**src/rtl/tlp_rx_parser.sv**
```systemverilog
`default_nettype none
// ============================================================================
// Module   : tlp_rx_parser
// Brief    : Parses register-BAR RX TLPs into RegRead / RegWrite / ErrorCode
//            actions buffered in a FWFT FIFO. Define TLP_RX_4DW_EN to accept
//            4DW headers.
// Revision : 1.0 - initial release
// ============================================================================
module tlp_rx_parser #(
    parameter int REGADDR_NBITS = 10,
    parameter int MAX_BURST_DW  = 16,
    parameter int FIFO_DEPTH    = 8
) (
    input  logic                      pcieClk_in,
    input  logic                      reset_in,
    input  logic [63:0]               rxData_in,
    input  logic                      rxValid_in,
    output logic                      rxReady_out,
    input  logic                      rxSOP_in,
    input  logic                      rxEOP_in,
    input  logic [1:0]                rxBar_in,
    output logic [33+REGADDR_NBITS:0] actData_out,
    output logic                      actValid_out,
    input  logic                      actReady_in,
    output logic [15:0]               errCount_out
);

    localparam int c_ACT_NBITS = 34 + REGADDR_NBITS;
    localparam int c_PTR_NBITS = $clog2(FIFO_DEPTH);
    localparam int c_CNT_NBITS = c_PTR_NBITS + 1;

    localparam logic [1:0] c_ST_IDLE = 2'd0;
    localparam logic [1:0] c_ST_HDR1 = 2'd1;
    localparam logic [1:0] c_ST_DATA = 2'd2;
    localparam logic [1:0] c_ST_DROP = 2'd3;

    localparam logic [1:0] c_SOP_REG   = 2'd1;
    localparam logic [1:0] c_TYP_READ  = 2'd1;
    localparam logic [1:0] c_TYP_WRITE = 2'd2;
    localparam logic [1:0] c_TYP_ERROR = 2'd3;
    localparam logic [4:0] c_TYPE_MEM_RW = 5'd0;

    localparam logic [31:0] c_ERR_LEN   = 32'd1;
    localparam logic [31:0] c_ERR_RDLEN = 32'd2;
    localparam logic [31:0] c_ERR_TYPE  = 32'd3;
    localparam logic [31:0] c_ERR_EOP   = 32'd4;
    localparam logic [31:0] c_ERR_ABORT = 32'd5;

    localparam logic [9:0]               c_MAX_LEN  = 10'(MAX_BURST_DW);
    localparam logic [9:0]               c_LEN_ONE  = 10'd1;
    localparam logic [REGADDR_NBITS-1:0] c_CHAN_ONE = REGADDR_NBITS'(1);
    localparam logic [c_PTR_NBITS-1:0]   c_PTR_ONE  = c_PTR_NBITS'(1);
    localparam logic [c_CNT_NBITS-1:0]   c_CNT_FULL = c_CNT_NBITS'(FIFO_DEPTH);
    localparam logic [c_CNT_NBITS-1:0]   c_CNT_RDY  = c_CNT_NBITS'(FIFO_DEPTH - 2);

    function automatic logic [c_ACT_NBITS-1:0] mk_act(input logic [1:0] typ,
                                                      input logic [REGADDR_NBITS-1:0] chan,
                                                      input logic [31:0] payload);
        return {typ, chan, payload};
    endfunction

    function automatic logic [c_ACT_NBITS-1:0] mk_err(input logic [31:0] code);
        return {c_TYP_ERROR, {REGADDR_NBITS{1'b0}}, code};
    endfunction

    logic [1:0]               r_state, w_state_nxt, w_cur_state;
    logic [2:0]               r_fmt, w_fmt_nxt;
    logic [4:0]               r_type, w_type_nxt;
    logic [9:0]               r_len, w_len_nxt;
    logic [15:0]              r_req_id, w_req_id_nxt;
    logic [7:0]               r_tag, w_tag_nxt;
    logic                     r_is_reg, w_is_reg_nxt;
    logic [REGADDR_NBITS-1:0] r_chan, w_chan_nxt, w_ch;
    logic [9:0]               r_rem, w_rem_nxt, w_rm;
    logic                     r_skip_lo, w_skip_lo_nxt;
    logic                     r_err_pend, w_err_pend_nxt;
    logic [15:0]              r_err_cnt;
    logic [16:0]              w_err_sum;
    logic [1:0]               w_err_add;

    logic [c_ACT_NBITS-1:0]      r_mem [FIFO_DEPTH];
    logic [c_PTR_NBITS-1:0]      r_wr_ptr, r_rd_ptr;
    logic [c_CNT_NBITS-1:0]      r_count;
    logic [1:0]                  w_push_n;
    logic [1:0][c_ACT_NBITS-1:0] w_act;
    logic                        w_beat, w_pop;

    logic [REGADDR_NBITS-1:0] w_hdr_chan;
    logic                     w_hdr_mis, w_4dw_bad, w_is_mem;

    assign rxReady_out  = (r_count <= c_CNT_RDY);
    assign actValid_out = (r_count != '0);
    assign actData_out  = actValid_out ? r_mem[r_rd_ptr] : '0;
    assign errCount_out = r_err_cnt;
    assign w_beat       = rxValid_in && rxReady_out;
    assign w_pop        = actValid_out && actReady_in;
    assign w_err_sum    = {1'b0, r_err_cnt} + 17'(w_err_add);
    assign w_is_mem     = (r_type == c_TYPE_MEM_RW) && !r_fmt[2];

`ifdef TLP_RX_4DW_EN
    // 4DW headers carry the low address DW in the upper half of the beat.
    assign w_hdr_chan = r_fmt[0] ? rxData_in[34 +: REGADDR_NBITS] : rxData_in[2 +: REGADDR_NBITS];
    assign w_hdr_mis  = r_fmt[0] ? rxData_in[34] : rxData_in[2];
    assign w_4dw_bad  = 1'b0;
`else
    assign w_hdr_chan = rxData_in[2 +: REGADDR_NBITS];
    assign w_hdr_mis  = rxData_in[2];
    assign w_4dw_bad  = r_fmt[0];
`endif

    always_comb begin
        w_state_nxt    = r_state;
        w_cur_state    = r_state;
        w_fmt_nxt      = r_fmt;
        w_type_nxt     = r_type;
        w_len_nxt      = r_len;
        w_req_id_nxt   = r_req_id;
        w_tag_nxt      = r_tag;
        w_is_reg_nxt   = r_is_reg;
        w_chan_nxt     = r_chan;
        w_rem_nxt      = r_rem;
        w_skip_lo_nxt  = r_skip_lo;
        w_err_pend_nxt = r_err_pend;
        w_ch           = r_chan;
        w_rm           = r_rem;
        w_push_n       = 2'd0;
        w_act          = '0;
        w_err_add      = 2'd0;

        // A deferred short-packet error is only ever pending in IDLE/DROP, so it
        // never competes with data pushes for the two push slots.
        if (r_err_pend && (r_count != c_CNT_FULL)) begin
            w_act[0]       = mk_err(c_ERR_EOP);
            w_push_n       = 2'd1;
            w_err_add      = 2'd1;
            w_err_pend_nxt = 1'b0;
        end

        if (w_beat) begin
            if (rxSOP_in && (r_state != c_ST_IDLE)) begin
                if (r_is_reg) begin
                    w_act[w_push_n[0]] = mk_err(c_ERR_ABORT);
                    w_push_n           = w_push_n + 2'd1;
                    w_err_add          = w_err_add + 2'd1;
                end
                w_cur_state = c_ST_IDLE;
            end

            case (w_cur_state)
                c_ST_IDLE: begin
                    if (rxSOP_in) begin
                        w_fmt_nxt    = rxData_in[31:29];
                        w_type_nxt   = rxData_in[28:24];
                        w_len_nxt    = rxData_in[9:0];
                        w_req_id_nxt = rxData_in[63:48];
                        w_tag_nxt    = rxData_in[47:40];
                        w_is_reg_nxt = (rxBar_in == c_SOP_REG);
                        if (rxBar_in == c_SOP_REG) w_state_nxt = c_ST_HDR1;
                        else                       w_state_nxt = rxEOP_in ? c_ST_IDLE : c_ST_DROP;
                    end else begin
                        w_state_nxt = c_ST_IDLE;
                    end
                end

                c_ST_HDR1: begin
                    w_state_nxt = rxEOP_in ? c_ST_IDLE : c_ST_DROP;
                    if (!w_is_mem || w_4dw_bad) begin
                        w_act[0] = mk_err(c_ERR_TYPE);
                        w_push_n = 2'd1;
                        w_err_add = 2'd1;
                    end else if (!r_fmt[1]) begin
                        if (r_len == c_LEN_ONE) begin
                            w_act[0]    = mk_act(c_TYP_READ, w_hdr_chan, {r_req_id, r_tag, 8'h00});
                            w_push_n    = 2'd1;
                            w_state_nxt = c_ST_IDLE;
                        end else begin
                            w_act[0]  = mk_err(c_ERR_RDLEN);
                            w_push_n  = 2'd1;
                            w_err_add = 2'd1;
                        end
                    end else if ((r_len == 10'd0) || (r_len > c_MAX_LEN)) begin
                        w_act[0]  = mk_err(c_ERR_LEN);
                        w_push_n  = 2'd1;
                        w_err_add = 2'd1;
                    end else begin
                        w_ch = w_hdr_chan;
                        w_rm = r_len;
                        // Misaligned 3DW write: first data DW shares the address beat.
                        if (!r_fmt[0] && w_hdr_mis) begin
                            w_act[0] = mk_act(c_TYP_WRITE, w_ch, rxData_in[63:32]);
                            w_push_n = 2'd1;
                            w_ch     = w_ch + c_CHAN_ONE;
                            w_rm     = w_rm - c_LEN_ONE;
                        end
                        w_chan_nxt    = w_ch;
                        w_rem_nxt     = w_rm;
                        w_skip_lo_nxt = w_hdr_mis && !(!r_fmt[0] && w_hdr_mis);
                        if ((w_rm == 10'd0) && rxEOP_in) begin
                            w_state_nxt = c_ST_IDLE;
                        end else if ((w_rm == 10'd0) || rxEOP_in) begin
                            w_act[w_push_n[0]] = mk_err(c_ERR_EOP);
                            w_push_n           = w_push_n + 2'd1;
                            w_err_add          = 2'd1;
                            w_state_nxt        = rxEOP_in ? c_ST_IDLE : c_ST_DROP;
                        end else begin
                            w_state_nxt = c_ST_DATA;
                        end
                    end
                end

                c_ST_DATA: begin
                    if (!r_skip_lo && (w_rm != 10'd0)) begin
                        w_act[0] = mk_act(c_TYP_WRITE, w_ch, rxData_in[31:0]);
                        w_push_n = 2'd1;
                        w_ch     = w_ch + c_CHAN_ONE;
                        w_rm     = w_rm - c_LEN_ONE;
                    end
                    if (w_rm != 10'd0) begin
                        w_act[w_push_n[0]] = mk_act(c_TYP_WRITE, w_ch, rxData_in[63:32]);
                        w_push_n           = w_push_n + 2'd1;
                        w_ch               = w_ch + c_CHAN_ONE;
                        w_rm               = w_rm - c_LEN_ONE;
                    end
                    w_chan_nxt    = w_ch;
                    w_rem_nxt     = w_rm;
                    w_skip_lo_nxt = 1'b0;
                    if ((w_rm == 10'd0) || rxEOP_in) begin
                        w_state_nxt    = rxEOP_in ? c_ST_IDLE : c_ST_DROP;
                        w_err_pend_nxt = !((w_rm == 10'd0) && rxEOP_in);
                    end
                end

                default: begin
                    if (rxEOP_in) w_state_nxt = c_ST_IDLE;
                end
            endcase
        end
    end

    always_ff @(posedge pcieClk_in or posedge reset_in) begin
        if (reset_in) begin
            r_state    <= c_ST_IDLE;
            r_fmt      <= '0;
            r_type     <= '0;
            r_len      <= '0;
            r_req_id   <= '0;
            r_tag      <= '0;
            r_is_reg   <= 1'b0;
            r_chan     <= '0;
            r_rem      <= '0;
            r_skip_lo  <= 1'b0;
            r_err_pend <= 1'b0;
            r_err_cnt  <= '0;
            r_wr_ptr   <= '0;
            r_rd_ptr   <= '0;
            r_count    <= '0;
        end else begin
            r_state    <= w_state_nxt;
            r_fmt      <= w_fmt_nxt;
            r_type     <= w_type_nxt;
            r_len      <= w_len_nxt;
            r_req_id   <= w_req_id_nxt;
            r_tag      <= w_tag_nxt;
            r_is_reg   <= w_is_reg_nxt;
            r_chan     <= w_chan_nxt;
            r_rem      <= w_rem_nxt;
            r_skip_lo  <= w_skip_lo_nxt;
            r_err_pend <= w_err_pend_nxt;
            r_err_cnt  <= w_err_sum[16] ? 16'hFFFF : w_err_sum[15:0];
            r_wr_ptr   <= r_wr_ptr + c_PTR_NBITS'(w_push_n);
            r_rd_ptr   <= r_rd_ptr + c_PTR_NBITS'(w_pop);
            r_count    <= r_count + c_CNT_NBITS'(w_push_n) - c_CNT_NBITS'(w_pop);
        end
    end

    always_ff @(posedge pcieClk_in) begin
        if (w_push_n != 2'd0) r_mem[r_wr_ptr] <= w_act[0];
        if (w_push_n == 2'd2) r_mem[r_wr_ptr + c_PTR_ONE] <= w_act[1];
    end

endmodule
`default_nettype wire

```
**config.mk**
```make
export PLATFORM = sky130hd
export DESIGN_NAME = tlp_rx_parser
export DESIGN_NICKNAME = d
export VERILOG_FILES = /design/src/rtl/tlp_rx_parser.sv
export SDC_FILE = /design/constraint.sdc
export NUM_CORES = 1
export LEC_CHECK = 0
export CAP_MARGIN = 15
export CELL_PAD_IN_SITES_DETAIL_PLACEMENT = 1
export CELL_PAD_IN_SITES_GLOBAL_PLACEMENT = 1
export CORE_UTILIZATION = 45
export CTS_BUF_LIST = sky130_fd_sc_hd__clkbuf_4 sky130_fd_sc_hd__clkbuf_8
export DETAILED_ROUTE_END_ITERATION = 6
export PLACE_DENSITY = 0.7
export SLEW_MARGIN = 40
export SYNTH_ARGS = -nofsm -noshare
export SYNTH_HDL_FRONTEND = slang
export SYNTH_SLANG_ARGS = --single-unit
```
**constraint.sdc**
```tcl
create_clock -name pcieClk_in -period 10.5 [get_ports pcieClk_in]
set_input_delay 3.15 -clock pcieClk_in [delete_from_list [all_inputs] [get_ports pcieClk_in]]
set_output_delay 3.15 -clock pcieClk_in [all_outputs]
set_load 0.005 [all_outputs]
```
==> results.md <==
* Inst Count DP at approximately 2.6k
* Switching part of the total at 0.3501
* Global-route wire length before repair at about 110000 microns
* Syn Std Cell Area at about 25000 sq um
* Layout cells sized above 1 at 0.1848
* Final period util at 0.7335
* Dpl cell area at between 20000 and 30000 sq um
* Worst VDD drop at between 0.00015 and 0.0002 V
* Fmax at 0.1298 GHz
* Critical path peak fanout at 21
* Setup CP Type: primary input to flip-flop
* CP max stage delay at approximately 0.59 ns
* Clock Skews at 0.04893 ns
* Non-Filler Instances at 2770
* # Max-Cap Violations at 0
* CP dominant cell by count: nor2_1
* Final Net Count at 2109
* Multi-input logic area at 11070 sq um
* Core footprint at 53920 sq um
* Die area at 55570 sq um
* Routability congestion estimate at 0.8989
* Htree depth at 3
* CP required at 11.09 ns
* Distinct cells, synth at 86
* Layout Area Growth over Synthesis at 16.31%
* Syn_nets at 1955
* Largest reg by FF count: r_mem
* Post-synth EDFFs at approximately 350
* I/O Buffers at between 100 and 150
* Crit path buffers/inverters at 3
* GRT Total Usage at 0.2736
* Syn Inst Count at 1851
* Number of global-route vias before repair at roughly 19k
* Die Height at ~240 microns
* Initial antenna violation count at 1
* CTS buffer count at 82
* Post-CTS Setup Bufs at 0
* Startpoint Class: primary input
* I/O pin count at between 100 and 150
* DRT antenna net count at 0
* Clock share of power at 0.276
* Commonest non-fill, non-tap cells in the layout: mux2i_1 (394), edfxtp_1 (352), nand2_1 (145)
* Overflow after GRT at 0
* CP Capture Type: flip-flop
* Avg Inst Size Synth at 13.28 sq um
* Main synth FF type: edfxtp_1
* Most common cell after layout, fill and taps aside: mux2i_1
* Slowest cell on crit path: clkdlybuf4s50_1
* RSZ-0062 raised after global routing: no
* CTS tree: yes
* Row cnt at 85
* Ys async rst share at 0.2090
* Hold Buf Count CTS at 0
* Sink Count at 445
* Worst rel slew slack at 0.4135
* FF+latch area at 12910 sq um
* Setup Viol. Count Final at 0
* First-pass DRT Iterations at 5
* Flops & latches, synth at between 400 and 500
* Final Total Pwr at ~6.4 mW
* Vias per Instance at slightly above 6
* Die X at 235.7 microns
* FILL cells at 5360
* Cell internal pwr at 4.148 mW
* Status: completed
* CP Cell Sequence: clkdlybuf4s50_1 > nor2b_1 > buf_4 > or3_1 > a221o_1 > nor4_4 > xor2_2 > nor2_1 > nor2_1 > nor2_1 > a21boi_0 > ha_1 > inv_1 > fa_1 > nor2_1 > and3_1 > nand3_1 > nor2_1 > nand3_1 > or2_2 > nand2b_1
* Arr. time, crit path at ~8.3 ns
* Final Max Slew Viols at 0
* Largest net degree at the start of global routing at 62
* Flop2flop setup slack at 4.39 ns
* Clk buf depth at 3
* Sw power at 2.234 mW
* Type of the worst min-delay path: flip-flop to flip-flop
* Tmin final at 7.701 ns
* Vias at ~17k
* Drt total wl at 74990 microns
* Logic pwr share at 0.345
* Sequential-to-total area share from yosys stat at 0.5246
* Initial Utilization at 0.4560
* Cell area after layout at 28590 sq um
* Hold Fails Final Rpt at 0
* CTS resizes at 0
* Power per cell area at 223.2 nW/um^2
* Initial DRC Count at 1259
* Clock latency on the worst-skew pair at 0.69 ns
* Dpl hpwl at between 40000 and 50000 microns
* Layout Utilization at 0.5303
* Seq pwr share at 0.379
* # DRC at 0
* Delay-heaviest family, CP: simple AND/OR/NAND/NOR gates
* Synth warn at 0
* WL/cell at 27.07 microns
* Register clock-pin slew on the reported worst setup and hold paths at 0.06 ns
* Leakage at 11.39 nW
* Number of flip-flops in the largest register at 352
* Setup TNS at 0 ns
* Worst slew pin tran at 0.8797 ns
* Root buffer cell: clkbuf_8
-- cells in the mapped netlist (5+ instances only) --
library cell  number  area share
or2_2              7      0.0018
a222oi_1          24      0.0098
a211oi_1           7      0.0021
nor2b_1            7      0.0018
edfxtp_1         352        0.43
or4_1              5      0.0015
o21ai_0           43      0.0088
buf_1             17      0.0026
xnor2_1           30       0.011
nor2_1           100       0.015
a21oi_1           33      0.0067
mux2_2            47       0.022
o31ai_1            7      0.0021
o21bai_1           5      0.0015
buf_2             14      0.0028
dfrtp_1           93       0.095
or3_1              7      0.0018
mux4_2            88       0.081
nor3_1            17      0.0035
a32o_1             9      0.0037
o21ai_1            5      0.0010
nor3b_1           10      0.0031
buf_4             32      0.0098
ha_1              29       0.015
clkbuf_1          61      0.0093
nor4_1            11      0.0028
and3_1             8      0.0020
a22o_1             6      0.0021
o211ai_1           7      0.0021
mux2i_1          394        0.16
nand4_1           20      0.0051
and2_1             8      0.0020
xor2_1            16      0.0057
inv_1             38      0.0058
nand3_1           29      0.0059
nand2b_1          20      0.0051
nand2_1          146       0.022
a22oi_1            6      0.0018
-- worst reg2reg max path: stages (launching register included) --
cell	delay (ns)
dfrtp_1	0.46
inv_1	0.14
ha_1	0.40
nor3b_1	0.53
a31o_2	0.45
inv_2	0.20
xnor2_1	0.25
ha_1	0.24
and3_1	0.28
nand2_1	0.10
o311ai_0	0.41
nand2_1	0.15
nand3_1	0.37
o21ai_1	0.34
o21ai_4	0.73
buf_4	0.62
-- kinds of logic (layout without fill, tap and decap cells) --
group,count (synthesis),after routing,synth area share
compound gates,211,211,0.06285
xor+xnor,47,47,0.01705
fa+ha+maj,32,32,0.01720
buf+inv,168,390,0.03221
flops,445,445,0.5246
mux,529,529,0.2625
other cells,0,1,0
simple gates,419,419,0.08356
-- layer usage --
| layer | vias to the layer above | track usage | wire [microns] |
|---|---|---|---|
| met1 | 9012 | 0.3628 | 32220 |
| met4 | 0 | 0.08932 | 2073 |
| met3 | 127 | 0.04491 | 4195 |
| met2 | 529 | 0.4580 | 36500 |
| met5 | - | 0 | 0 |
| li1 | 7499 | - | - |
-- power by group through the flow --
stage               Clock, mW  Sequential [mW]  Combinational [mW]
finish                   1.76             2.42                2.20
CTS                      1.80             2.42                2.20
global placement            0             2.46                2.11
global route             1.87             2.45                2.38
floorplan                   0             2.28                1.47
detailed placement          0             2.45                2.19
-- final timing paths --
| path | startpoint | end | cells past startpoint |
|---|---|---|---|
| setup / recovery | rxData_in[2] | errCount_out[0] | 21 |
| hold / removal | r_req_id[5] | r_req_id[5] | 1 |
| setup reg to reg | r_rem[0] | r_mem[7][35] | 15 |
| hold reg to reg | r_req_id[5] | r_req_id[5] | 1 |
| max in group asynchronous | reset_in | r_rd_ptr[0] | 3 |
| min in group asynchronous | reset_in | r_len[5] | 2 |
-- area by class of cell --
| type | instances | share of cell area |
|---|---|---|
| Timing Repair Buffer | 198 | 0.06537 |
| Sequential cell | 445 | 0.4513 |
| Antenna cell | 1 | 0.00008751 |
| Inverter | 40 | 0.005426 |
| Tap cell | 696 | 0.03045 |
| Multi-Input combinational cell | 1238 | 0.3870 |
| Clock inverter | 22 | 0.006913 |
| Clock buffer | 130 | 0.05338 |
-- metrics by stage --
| step | hold WS, ns | setup slack (ns) |
|---|---|---|
| global route | 0.5308 | 2.423 |
| global placement | 0.4874 | 2.038 |
| CTS | 0.5067 | 2.851 |
| detailed placement | 0.4949 | 2.139 |
| finish | 0.5064 | 2.799 |
| floorplan | 0.4754 | 1.625 |
Note: power is estimated with default switching activity, not from simulation.
